`src/rtl/rr_interval_scheduler.sv`:
```
// RR interval scheduler: timestamps R-peak edges and queues sample-count intervals.
// A shared restoring divider converts each interval to Q4.11 seconds.
module rr_interval_scheduler #(
    parameter int FS         = 360,
    parameter int CNT_W      = 16,
    parameter int FRAC_BITS  = 11,
    parameter int FIFO_DEPTH = 4
) (
    input  logic        clk,
    input  logic        rst,
    input  logic        sample_en,
    input  logic        peak_detected,
    input  logic        rr_ready,
    output logic [15:0] rr_interval,
    output logic        rr_valid,
    output logic        rr_sat,
    output logic        overflow,
    output logic        busy
);

    localparam int QW     = CNT_W + FRAC_BITS;
    localparam int PTR_W  = $clog2(FIFO_DEPTH);
    localparam int FCNT_W = $clog2(FIFO_DEPTH + 1);
    localparam int K_W    = $clog2(QW);
    localparam logic [CNT_W:0] FS_W = (CNT_W + 1)'(FS);

    localparam logic [1:0] S_IDLE = 2'd0;
    localparam logic [1:0] S_DIV  = 2'd1;
    localparam logic [1:0] S_OUT  = 2'd2;

    logic [CNT_W-1:0]  pos;
    logic [CNT_W-1:0]  last_pos;
    logic              have_last;
    logic              peak_prev;
    logic              edge_det;
    logic [CNT_W-1:0]  interval;

    logic [CNT_W-1:0]  fifo_mem [FIFO_DEPTH];
    logic [PTR_W-1:0]  wr_ptr;
    logic [PTR_W-1:0]  rd_ptr;
    logic [FCNT_W-1:0] fifo_cnt;
    logic              fifo_full;
    logic              fifo_empty;
    logic              push;
    logic              pop;

    logic [1:0]        state;
    logic [QW-1:0]     num;
    logic [QW-1:0]     quo;
    logic [CNT_W:0]    rem;
    logic [K_W-1:0]    k;
    logic [CNT_W:0]    rem_sh;
    logic [CNT_W:0]    rem_nx;
    logic              q_bit;
    logic [QW-1:0]     quo_nx;
    logic              sat;

    // Interval uses pos before any same-cycle increment; modular subtraction handles wrap.
    assign edge_det   = peak_detected & ~peak_prev;
    assign interval   = pos - last_pos;
    assign fifo_full  = (fifo_cnt == FCNT_W'(FIFO_DEPTH));
    assign fifo_empty = (fifo_cnt == '0);
    assign push       = edge_det & have_last & ~fifo_full;
    assign pop        = (state == S_IDLE) & ~fifo_empty;

    always_ff @(posedge clk or posedge rst) begin
        if (rst) begin
            pos       <= '0;
            last_pos  <= '0;
            have_last <= 1'b0;
            peak_prev <= 1'b0;
            overflow  <= 1'b0;
        end else begin
            peak_prev <= peak_detected;
            if (sample_en)
                pos <= pos + 1'b1;
            if (edge_det) begin
                last_pos  <= pos;
                have_last <= 1'b1;
                if (have_last && fifo_full)
                    overflow <= 1'b1;
            end
        end
    end

    always_ff @(posedge clk) begin
        if (push)
            fifo_mem[wr_ptr] <= interval;
    end

    always_ff @(posedge clk or posedge rst) begin
        if (rst) begin
            wr_ptr   <= '0;
            rd_ptr   <= '0;
            fifo_cnt <= '0;
        end else begin
            if (push)
                wr_ptr <= wr_ptr + 1'b1;
            if (pop)
                rd_ptr <= rd_ptr + 1'b1;
            case ({push, pop})
                2'b10:   fifo_cnt <= fifo_cnt + 1'b1;
                2'b01:   fifo_cnt <= fifo_cnt - 1'b1;
                default: fifo_cnt <= fifo_cnt;
            endcase
        end
    end

    // Restoring step: rem stays below FS, so its top bit only guards the compare.
    assign rem_sh = {rem[CNT_W-1:0], num[QW-1]};
    assign q_bit  = rem[CNT_W] | (rem_sh >= FS_W);
    assign rem_nx = q_bit ? (rem_sh - FS_W) : rem_sh;
    assign quo_nx = {quo[QW-2:0], q_bit};
    assign sat    = |quo_nx[QW-1:15];

    always_ff @(posedge clk or posedge rst) begin
        if (rst) begin
            state       <= S_IDLE;
            num         <= '0;
            quo         <= '0;
            rem         <= '0;
            k           <= '0;
            rr_interval <= '0;
            rr_sat      <= 1'b0;
        end else begin
            case (state)
                S_IDLE: begin
                    if (pop) begin
                        num   <= {fifo_mem[rd_ptr], {FRAC_BITS{1'b0}}};
                        rem   <= '0;
                        quo   <= '0;
                        k     <= K_W'(QW - 1);
                        state <= S_DIV;
                    end
                end
                S_DIV: begin
                    num <= num << 1;
                    rem <= rem_nx;
                    quo <= quo_nx;
                    if (k == '0) begin
                        rr_interval <= sat ? 16'h7FFF : {1'b0, quo_nx[14:0]};
                        rr_sat      <= sat;
                        state       <= S_OUT;
                    end else begin
                        k <= k - 1'b1;
                    end
                end
                S_OUT: begin
                    if (rr_ready)
                        state <= S_IDLE;
                end
                default: state <= S_IDLE;
            endcase
        end
    end

    // Handshake: rr_valid holds with rr_interval/rr_sat stable until a cycle with
    // rr_valid & rr_ready; the transfer happens on that edge and rr_valid drops next cycle.
    assign rr_valid = (state == S_OUT);
    assign busy     = (state != S_IDLE) | ~fifo_empty;

endmodule

```
`config.mk`:
```
export PLATFORM = sky130hd
export DESIGN_NAME = rr_interval_scheduler
export DESIGN_NICKNAME = d
export VERILOG_FILES = /design/src/rtl/rr_interval_scheduler.sv
export SDC_FILE = /design/constraint.sdc
export NUM_CORES = 1
export LEC_CHECK = 0
export BUFFER_PORTS_ARGS = -buffer_cell sky130_fd_sc_hd__clkbuf_2
export CAP_MARGIN = 20
export CORE_MARGIN = 2
export CORE_UTILIZATION = 45
export DETAILED_ROUTE_END_ITERATION = 7
export GPL_ROUTABILITY_DRIVEN = 0
export SKIP_CTS_REPAIR_TIMING = 1
export SLEW_MARGIN = 20
export SYNTH_ARGS = -nofsm -noshare
export SYNTH_HDL_FRONTEND = slang
export SYNTH_SLANG_ARGS = --single-unit
```
`constraint.sdc`:
```
create_clock -name clk -period 9.5 [get_ports clk]
set_clock_uncertainty 0.05 [all_clocks]
set_input_delay 0 -clock clk [delete_from_list [all_inputs] [get_ports clk]]
set_output_delay 0 -clock clk [all_outputs]
set_load 0.01 [all_outputs]
```
Yosys cells after proc, flatten, opt, wreduce, memory -nomap -nowiden
Memories as Yosys holds them, arrays and structs flattened.
Index checks and enable logic that the tools add are counted.
{ "totals": {"output_inout_bits": 20, "ram_bits": 64, "memories": 1, "register_bits": 136, "mem_bits_ro": 0, "input_bits": 5, "word_cells": 74, "latchBits": 0} }
{ "mem_list": {"columns": ["name", "words", "width", "read_ports", "rd_ports_with_merged_regs", "wr", "line_no", "text"], "rows": [
  ["fifo_mem", 4, 16, 1, 0, 1, "38", "logic [CNT_W-1:0] fifo_mem [FIFO_DEPTH];"]
]} }
{ "op_classes": {"n_addsub": 8, "order_cmp": 1, "n_div": 0, "n_bitwise": 9, "reduce_logical": 13, "n_mul": 0, "muxes": 18, "n_eq_ne": 9, "n_shift": 0} }
{ "op_table": {"columns": ["operator", "n"], "rows": [
  ["27-bit one-hot mux with 2 select lines", 1],
  ["26-bit one-hot mux with 2 select lines", 1],
  ["17-bit two-way mux", 2],
  ["17-bit one-hot mux with 2 select lines", 1],
  ["27-bit two-way mux", 1],
  ["26-bit two-way mux", 1],
  ["17-bit by 9-bit greater-or-equal comparator with 1-bit output (second input constant)", 1],
  ["17-bit by 9-bit subtractor with 17-bit output (second input constant)", 1],
  ["16-bit by 1-bit adder with 16-bit output (second input constant)", 1],
  ["16-bit subtractor", 1],
  ["15-bit two-way mux", 1],
  ["12-bit OR reduction", 1],
  ["5-bit two-way mux", 2],
  ["5-bit one-hot mux with 2 select lines", 1],
  ["2-bit inequality test (second input constant)", 4],
  ["2-bit two-way mux", 3],
  ["2-bit one-hot mux with 3 select lines", 1],
  ["3-bit one-hot mux with 2 select lines", 1],
  ["2-bit AND reduction", 3],
  ["3-bit AND reduction", 2],
  ["2-bit nonzero test", 3],
  ["5-bit logical NOT", 1],
  ["5-bit by 1-bit subtractor with 5-bit output (second input constant)", 1],
  ["2-bit by 1-bit adder with 2-bit output (second input constant)", 2],
  ["12 further kinds", 21]
]} }

Depth between registers and ports, before layout
Gate-level depths: netlist (run 1).
{ "logic_depth": {"depth_word": 6, "depth_mapped": 11, "mapped_depth_nobuf": 10} }

Worst setup path before layout (run 1)
OpenSTA, ideal clock, no wires.
{ "synth_timing": {"kind": "register to register", "from": "register pos[0]", "to": "memory fifo_mem[0][10] (data pin)", "n_path_buf": 0, "stages_incl_launch_ff": 9, "t_arrival_ps": 2192, "synth_period_minus_slack_ps": 2521, "setup_ps": 279, "path_slack_ps": 6979, "cell_sequence": "dfrtp_1 > inv_1 > ha_1 > fa_1 > nor2b_1 > o211ai_1 > a21boi_0 > nor3_1 > or3b_2"} }
{ "synth_between": {"elab_chain_len": 1} }
{ "synth_rtl": {"columns": ["item", "line_no", "text"], "rows": [
  ["from (decl)", "31", "logic [CNT_W-1:0] pos;"],
  ["from (signal assigned)", "76", "pos <= pos + 1'b1;"],
  ["16-bit subtractor", "60", "assign interval = pos - last_pos;"],
  ["net interval[10]", "36", "logic [CNT_W-1:0] interval;"],
  ["to (decl)", "38", null]
]} }
The timed path passes the listed nets, and every way through them passes these cells.

Worst setup path in the final report (run 1)
{ "layout_timing": {"from": "register state[0]", "to": "register rr_interval[0]"} }
{ "layout_between": {"elab_chain_len": 2} }
{ "layout_rtl": {"columns": ["item", "line_no", "text"], "rows": [
  ["from (decl)", "47", "logic [1:0] state;"],
  ["from (signal assigned)", "118", "state <= S_IDLE;"],
  ["from (signal assigned)", "133", "state <= S_DIV;"],
  ["from (signal assigned)", "143", "state <= S_OUT;"],
  ["2-bit by 1-bit equality test with 1-bit output", "126", "case (state)"],
  ["2-bit AND reduction (no line)", null, null],
  ["to (signal assigned)", "141", "rr_interval <= sat ? 16'h7FFF : {1'b0, quo_nx[14:0]};"],
  ["to (decl)", "14", "output logic [15:0] rr_interval,"]
]} }
No other way between the ends.
A chain may end at the register's enable or synchronous reset.

==> out/qor.csv, run 1 <==
stage;metric;value;unit
logic_synthesis;async set-reset flop share out of synthesis;0.6596;
worst_setup_path;CP Capture Type;flip-flop;
logic_synthesis;Syn Inst Count;707;
cts;deepest clock path buffer count;2;
cts;htree depth;4;
logic_synthesis;Ys Warns;0;
die;die span in x;140.7;µm
timing;Slew @ Worst Pin;0.9903;ns
detailed_routing;first drt pass iteration count;4;
worst_setup_path;Slowest cell on crit path;dfrtp_1;
worst_setup_path;Crit path largest cell delay;0.80;ns
logic_synthesis;post-synthesis sequential area ratio;0.5980;
worst_setup_path;CP max FO;29;
worst_setup_path;r2r endpoint;rr_interval[0];
logic_synthesis;Synth Net Count;738;
place;Placed Cells;934;
worst_setup_path;Crit path max-delay family;simple AND/OR/NAND/NOR gates;
detailed_routing;Vias per Instance;5.452;
timing;Final WS setup;6.342;ns
worst_setup_path;Crit path depth;5;
pwr;Reg power frac;0.443;
detailed_routing;Final ANT Viol Nets;0;
die;IO Count;25;
worst_setup_path;crit-path cells;nand2b_1 -> buf_4 -> nor2_2 -> nand4_1 -> o32a_1;
logic_synthesis;post-synthesis cell area;8403;µm²
global_route;global-route wire length before repair;26270;µm
pwr;Sw Share;0.3455;
cts;CTS tree;done;
cts;root buf cell;clkbuf_16;
detailed_routing;Post-Route WL;15420;µm
layout;fin cells;970;
die;# rows;49;
pwr;Pint;0.002147;W
logic_synthesis;average cell area after synthesis;11.89;µm²
job;Max-Cap Viols;0;
logic_synthesis;#FFs+latches synth;188;
cts;Reg clk slew, reported paths;0.07;ns
worst_setup_path;R2R depth;5;
detailed_routing;Vias;5288;
layout;share of post-route cells with drive strength above 1;0.1120;
global_route;initial antenna violation count;0;
layout;commonest cells after routing, fill and taps aside;124 x dfrtp_1, 104 x nand2_1, 64 x edfxtp_1, 62 x o21ai_0, 32 x inv_1;
pwr;Power Dens Cells;350.4;nW/µm²
die;Core Region;18150;µm²
timing;setup TNS;0;ns
timing;Final period util;0.3324;
timing;fmax;0.3166;GHz
detailed_routing;routed wire length per instance;15.90;µm
pwr;leak pwr;3.823;nW
global_route;grt total ovfl;0;
cts;CTS Sinks;188;
layout;# nets final;759;
layout;Inserted Diodes;0;
die;Die Span Y;140.7;µm
timing;Max-slew headroom;0.3374;
detailed_routing;drc violations;0;
cts;clk_lat worst skew;0.43;ns
worst_setup_path;Setup crit start;state[0];
pwr;clock power share;0.215;
pwr;net switching power;0.001133;W
run_status;outcome;finished clean;
die;initial core utilization;0.4630;
worst_setup_path;Startpoint Class;flip-flop;
pwr;combinational share of power;0.342;
place;HPWL Detailed;10240;µm
place;Setup WS pre-CTS;6.297;ns
timing;hold_ws;0.1026;ns
timing;Final Hold Viols;0;
timing;RSZ-0062 raised after global routing;no;
pwr;Max VDD drop;0.1689;mV
worst_setup_path;Crit path required time;9.76;ns
logic_synthesis;Yosys cell types;56;
logic_synthesis;Post-synth top flop;dfrtp_1;
detailed_routing;initial DRC count;316;
place;buffers added on ports;23;
timing;Tmin final;3.158;ns
die;DIE AREA;19780;µm²
timing;final setup violation count;0;
hold_path;Hold Path Class;input pin to async pin;
global_route;Total GRT Usage;0.1664;
worst_setup_path;r2r setup slk;6.34;ns
worst_setup_path;CP endpoint;rr_interval[0];
worst_setup_path;Buffers & Inverters on Critical Path;1;
logic_synthesis;Post-synth EDFFs;64;
worst_setup_path;Setup CP Type;flip-flop to flip-flop;
worst_setup_path;arrival time worst endpoint;3.42;ns
layout;Area Growth Syn to Fin;11.39;%
worst_setup_path;reg-to-reg startpoint;state[0];
timing;Slew Limit Fails;0;
layout;utilization after layout;0.5158;
global_route;vias in the first global route;5244;
layout;most common cell after layout, fill and taps aside;dfrtp_1;
global_route;largest net degree at the start of global routing;86;
cts;CTS Buf Count;17;
[worst min path at each step]
stage | cells after the start | start | slack [ns] | to
detailed placement | 2 | rst | 0.01 | pos[13]
CTS | 2 | rst | -0.45 | pos[13]
global placement | 2 | rst | -0.004 | pos[13]
global route | 3 | rst | 0.14 | pos[13]
floorplan | 0 | peak_detected | -0.02 | peak_prev
finish | 3 | rst | 0.10 | pos[13]
[area by class of cell]
type / count / area (µm²)
Timing Repair Buffer: 33 / 211.5
Tap cell: 229 / 286.5
Fill cell: 1573 / 8787
Inverter: 34 / 130.1
Sequential cell: 188 / 5025
Multi-Input combinational cell: 454 / 3124
Clock inverter: 12 / 146.4
Clock buffer: 20 / 436.7
[per-stage QoR]
step	total power, W	area [µm²]
finish	0.003280	9360
global route	0.003510	9360
CTS	0.003313	9316
detailed placement	0.002599	8733
global placement	0.002522	8718
floorplan	0.002278	8403
[power by group through the flow]
| stage | sequential, W | clock (W) | combinational, W |
|---|---|---|---|
| 2_1_floorplan | 0.00139 | 0 | 0.000883 |
| 3_3_place_gp | 0.00146 | 0 | 0.00106 |
| 3_5_place_dp | 0.00146 | 0 | 0.00113 |
| 4_1_cts | 0.00145 | 0.000721 | 0.00114 |
| 5_1_grt | 0.00149 | 0.000755 | 0.00126 |
| 6_report | 0.00145 | 0.000705 | 0.00112 |
[cell usage after synthesis, types with 3 or more instances]
cell type,number,area share
nand4_1,7,0.0052
o21ai_0,62,0.037
xnor2_1,29,0.030
nor2_1,31,0.014
buf_2,4,0.0024
a31oi_1,3,0.0022
nor3_2,3,0.0036
nor3_1,3,0.0018
a22o_1,14,0.015
ha_1,24,0.036
o21ai_1,6,0.0036
and2_1,5,0.0037
a21o_1,7,0.0063
xor2_1,19,0.020
nand2b_1,6,0.0045
o21a_1,5,0.0045
o2111ai_1,3,0.0031
nand3_1,11,0.0066
nor4_1,5,0.0037
or3_1,7,0.0052
a21oi_1,16,0.0095
and3_1,3,0.0022
dfrtp_1,124,0.37
nor2b_1,7,0.0052
nand2_1,104,0.046
clkbuf_1,25,0.011
a22oi_1,16,0.014
mux4_2,16,0.043
edfxtp_1,64,0.23
o22a_1,14,0.015
inv_1,33,0.015
[kinds of logic (layout without fill, tap and decap cells)]
family,Yosys count,after routing,synth area share
buffers and inverters,65,99,0.03097
multiplexers,16,16,0.04288
flip-flops,188,188,0.5980
other,1,1,0.0004463
AO/OA/AOI/OAI,161,161,0.1246
AND/OR/NAND/NOR,202,202,0.1126
adder cells (fa/ha/maj),26,26,0.04050
XOR/XNOR,48,48,0.05003
[metal layers]
| metal | global-route usage | share of wire | vias to the layer above |
|---|---|---|---|
| li1 | - | - | 2563 |
| met1 | 0.2176 | 0.46 | 2637 |
| met2 | 0.2791 | 0.50 | 73 |
| met3 | 0.04314 | 0.027 | 15 |
| met4 | 0.04316 | 0.013 | 0 |
| met5 | 0 | 0 | - |
[tightest hold or removal path: cells and delay by family]
| kind | cells | cell delay, ns |
|---|---|---|
| buf+inv | 3 | 1.02 |
[flip-flops by register name (all words and copies together) (netlist names), 2 cells and up]
| name | count |
|---|---|
| pos | 16 |
| rr_interval | 15 |
| fifo_mem | 64 |
| k | 5 |
| wr_ptr | 2 |
| num | 16 |
| rem | 17 |
| state | 2 |
| last_pos | 16 |
| fifo_cnt | 3 |
| rd_ptr | 2 |
| quo | 26 |
No activity file was read; power rests on OpenSTA's default activity.
==> run 2: changes to the inputs <==
==> constraint.sdc (replaced) <==
create_clock -name clk -period 2.9 [get_ports clk]
set_clock_uncertainty 0.05 [all_clocks]
set_input_delay 0 -clock clk [delete_from_list [all_inputs] [get_ports clk]]
set_output_delay 0 -clock clk [all_outputs]
set_load 0.01 [all_outputs]
==> run 2 against run 1 <==
  * Setup slack worse by 6.1 ns
  * Clock-buffer cell count shrank 3
  * Global-route usage down 0.26 points
  * Power grew to 3.2 times the previous value
  * Sequential share of layout area decreased by 0.36 points
  * Critical path type unchanged
==> out/qor.csv, run 2 (synthesis results as in run 1) <==
stage;metric;value;unit;change
detailed_routing;Final ANT Viol Nets;0;;unchanged
pwr;Pint;0.006855;W;+220%
place;HPWL Detailed;10060;µm;-1.8%
worst_setup_path;Startpoint Class;flip-flop;;
global_route;vias in the first global route;5377;;+2.5%
timing;Tmin final;2.632;ns;-0.5261 ns
detailed_routing;routed wire length per instance;15.36;µm;-3.4%
cts;CTS Buf Count;17;;unchanged
die;Die Span Y;140.7;µm;unchanged
timing;RSZ-0062 raised after global routing;no;;
pwr;net switching power;0.003750;W;+230%
timing;Final Hold Viols;0;;unchanged
cts;htree depth;4;;unchanged
layout;biggest regs;fifo_mem x64, quo x26, rem x17;;
place;buffers added on ports;23;;unchanged
layout;fin cells;985;;+1.5%
global_route;grt total ovfl;0;;unchanged
run_status;outcome;finished clean;;
die;IO Count;25;;unchanged
die;# rows;49;;unchanged
timing;final setup violation count;0;;unchanged
layout;most common cell after layout, fill and taps aside;dfrtp_1;;
pwr;combinational share of power;0.360;;+0.018
cts;CTS Sinks;188;;unchanged
pwr;leak pwr;3.874;nW;+1.4%
pwr;Power Dens Cells;1125;nW/µm²;+220%
timing;Slew @ Worst Pin;0.7746;ns;-0.2156 ns
timing;Max-slew headroom;0.4836;;+0.1462
worst_setup_path;Setup CP Type;flip-flop to flip-flop;;
die;Core Region;18150;µm²;unchanged
job;Max-Cap Viols;0;;unchanged
timing;Slew Limit Fails;0;;unchanged
detailed_routing;Vias per Instance;5.423;;-0.52%
layout;Area Growth Syn to Fin;12.14;%;
pwr;clock power share;0.200;;-0.015
detailed_routing;initial DRC count;251;;-21%
cts;Reg clk slew, reported paths;0.07;ns;about the same
die;initial core utilization;0.4630;;unchanged
die;die span in x;140.7;µm;unchanged
worst_setup_path;CP max FO;5;;-83%
pwr;Max VDD drop;0.5977;mV;+250%
cts;deepest clock path buffer count;2;;unchanged
pwr;Sw Share;0.3536;;+0.008118
worst_setup_path;Crit path required time;3.08;ns;-6.68 ns
worst_setup_path;arrival time worst endpoint;2.81;ns;-0.61 ns
layout;Inserted Diodes;0;;unchanged
hold_path;Hold Path Class;input pin to flip-flop;;
die;DIE AREA;19780;µm²;unchanged
detailed_routing;drc violations;0;;unchanged
timing;Final WS setup;0.2679;ns;-6.074 ns
layout;Largest Register;fifo_mem;;
global_route;Total GRT Usage;0.1639;;-0.002573
timing;fmax;0.3799;GHz;+20%
global_route;largest net degree at the start of global routing;85;;-1.2%
layout;max reg flops;64;;unchanged
cts;clk_lat worst skew;0.43;ns;about the same
global_route;global-route wire length before repair;26010;µm;-0.97%
place;Setup WS pre-CTS;0.2627;ns;-6.034 ns
worst_setup_path;CP Capture Type;flip-flop;;
layout;share of post-route cells with drive strength above 1;0.1362;;+0.02423
place;Placed Cells;949;;+1.6%
detailed_routing;Vias;5342;;+1.0%
timing;Final period util;0.9076;;+0.5752
pwr;Reg power frac;0.440;;-0.003
layout;commonest cells after routing, fill and taps aside;124 x dfrtp_1, 104 x nand2_1, 64 x edfxtp_1, 62 x o21ai_0, 32 x inv_1;;
cts;root buf cell;clkbuf_16;;
layout;# nets final;774;;+2.0%
global_route;initial antenna violation count;0;;unchanged
detailed_routing;Post-Route WL;15130;µm;-1.9%
detailed_routing;first drt pass iteration count;4;;unchanged
cts;CTS tree;done;;
timing;setup TNS;0;ns;unchanged
run 2: worst paths after layout:
kind / startpoint / end / slack (ns) / depth (start not counted)
max in group asynchronous: rst / num[15] / 1.98 / 4
setup reg to reg: pos[0] / fifo_mem[2][12] / 0.27 / 10
hold / removal: peak_detected / peak_prev / 0.20 / 2
setup / recovery: pos[0] / fifo_mem[2][12] / 0.27 / 10
min in group asynchronous: rst / fifo_cnt[1] / 0.22 / 4
hold reg to reg: overflow / overflow / 0.43 / 1
run 2: through the flow:
step / area [µm²] / hold WS [ns] / util / total power (W)
2_1_floorplan: 8407 / -0.01857 / - / 0.007463
3_3_place_gp: 8840 / 0.08410 / 0.4871 / 0.008326
3_5_place_dp: 8840 / 0.08540 / 0.4871 / 0.008556
4_1_cts: 9379 / -0.3730 / 0.5168 / 0.01073
5_1_grt: 9423 / 0.1903 / 0.5192 / 0.01140
6_report: 9423 / 0.1987 / 0.5192 / 0.01061
run 2: area by class of cell:
class	count	area [µm²]
well taps	229	286.5
fillers	1597	8725
clock inverters	15	113.9
inverters	34	131.4
clock buffers	17	425.4
flip-flops and latches	188	5025
repair buffers	48	316.6
multi-input cells	454	3124
run 2: power groups by stage:
stage                     clock network (W)  registers [W]  logic (W)
final                               0.00212        0.00467    0.00381
after global routing                0.00229        0.00479    0.00432
after CTS                           0.00219        0.00467    0.00387
after detailed placement                  0        0.00471    0.00385
after global placement                    0        0.00467    0.00366
after floorplan                           0        0.00457    0.00289
run 2: worst max-delay path, stage by stage, from the launching register on:
cell,delay (ns)
dfrtp_1,0.41
inv_1,0.08
ha_1,0.23
fa_1,0.41
nor2b_1,0.17
o211ai_1,0.10
a21boi_0,0.19
buf_4,0.16
o21ai_0,0.12
o21ai_0,0.22
xor2_1,0.28
run 2: routing by layer:
layer	routed length (µm)	GRT usage
met1	6989	0.2083
met2	7542	0.2786
met3	366	0.03770
met4	235	0.05579
met5	0	0
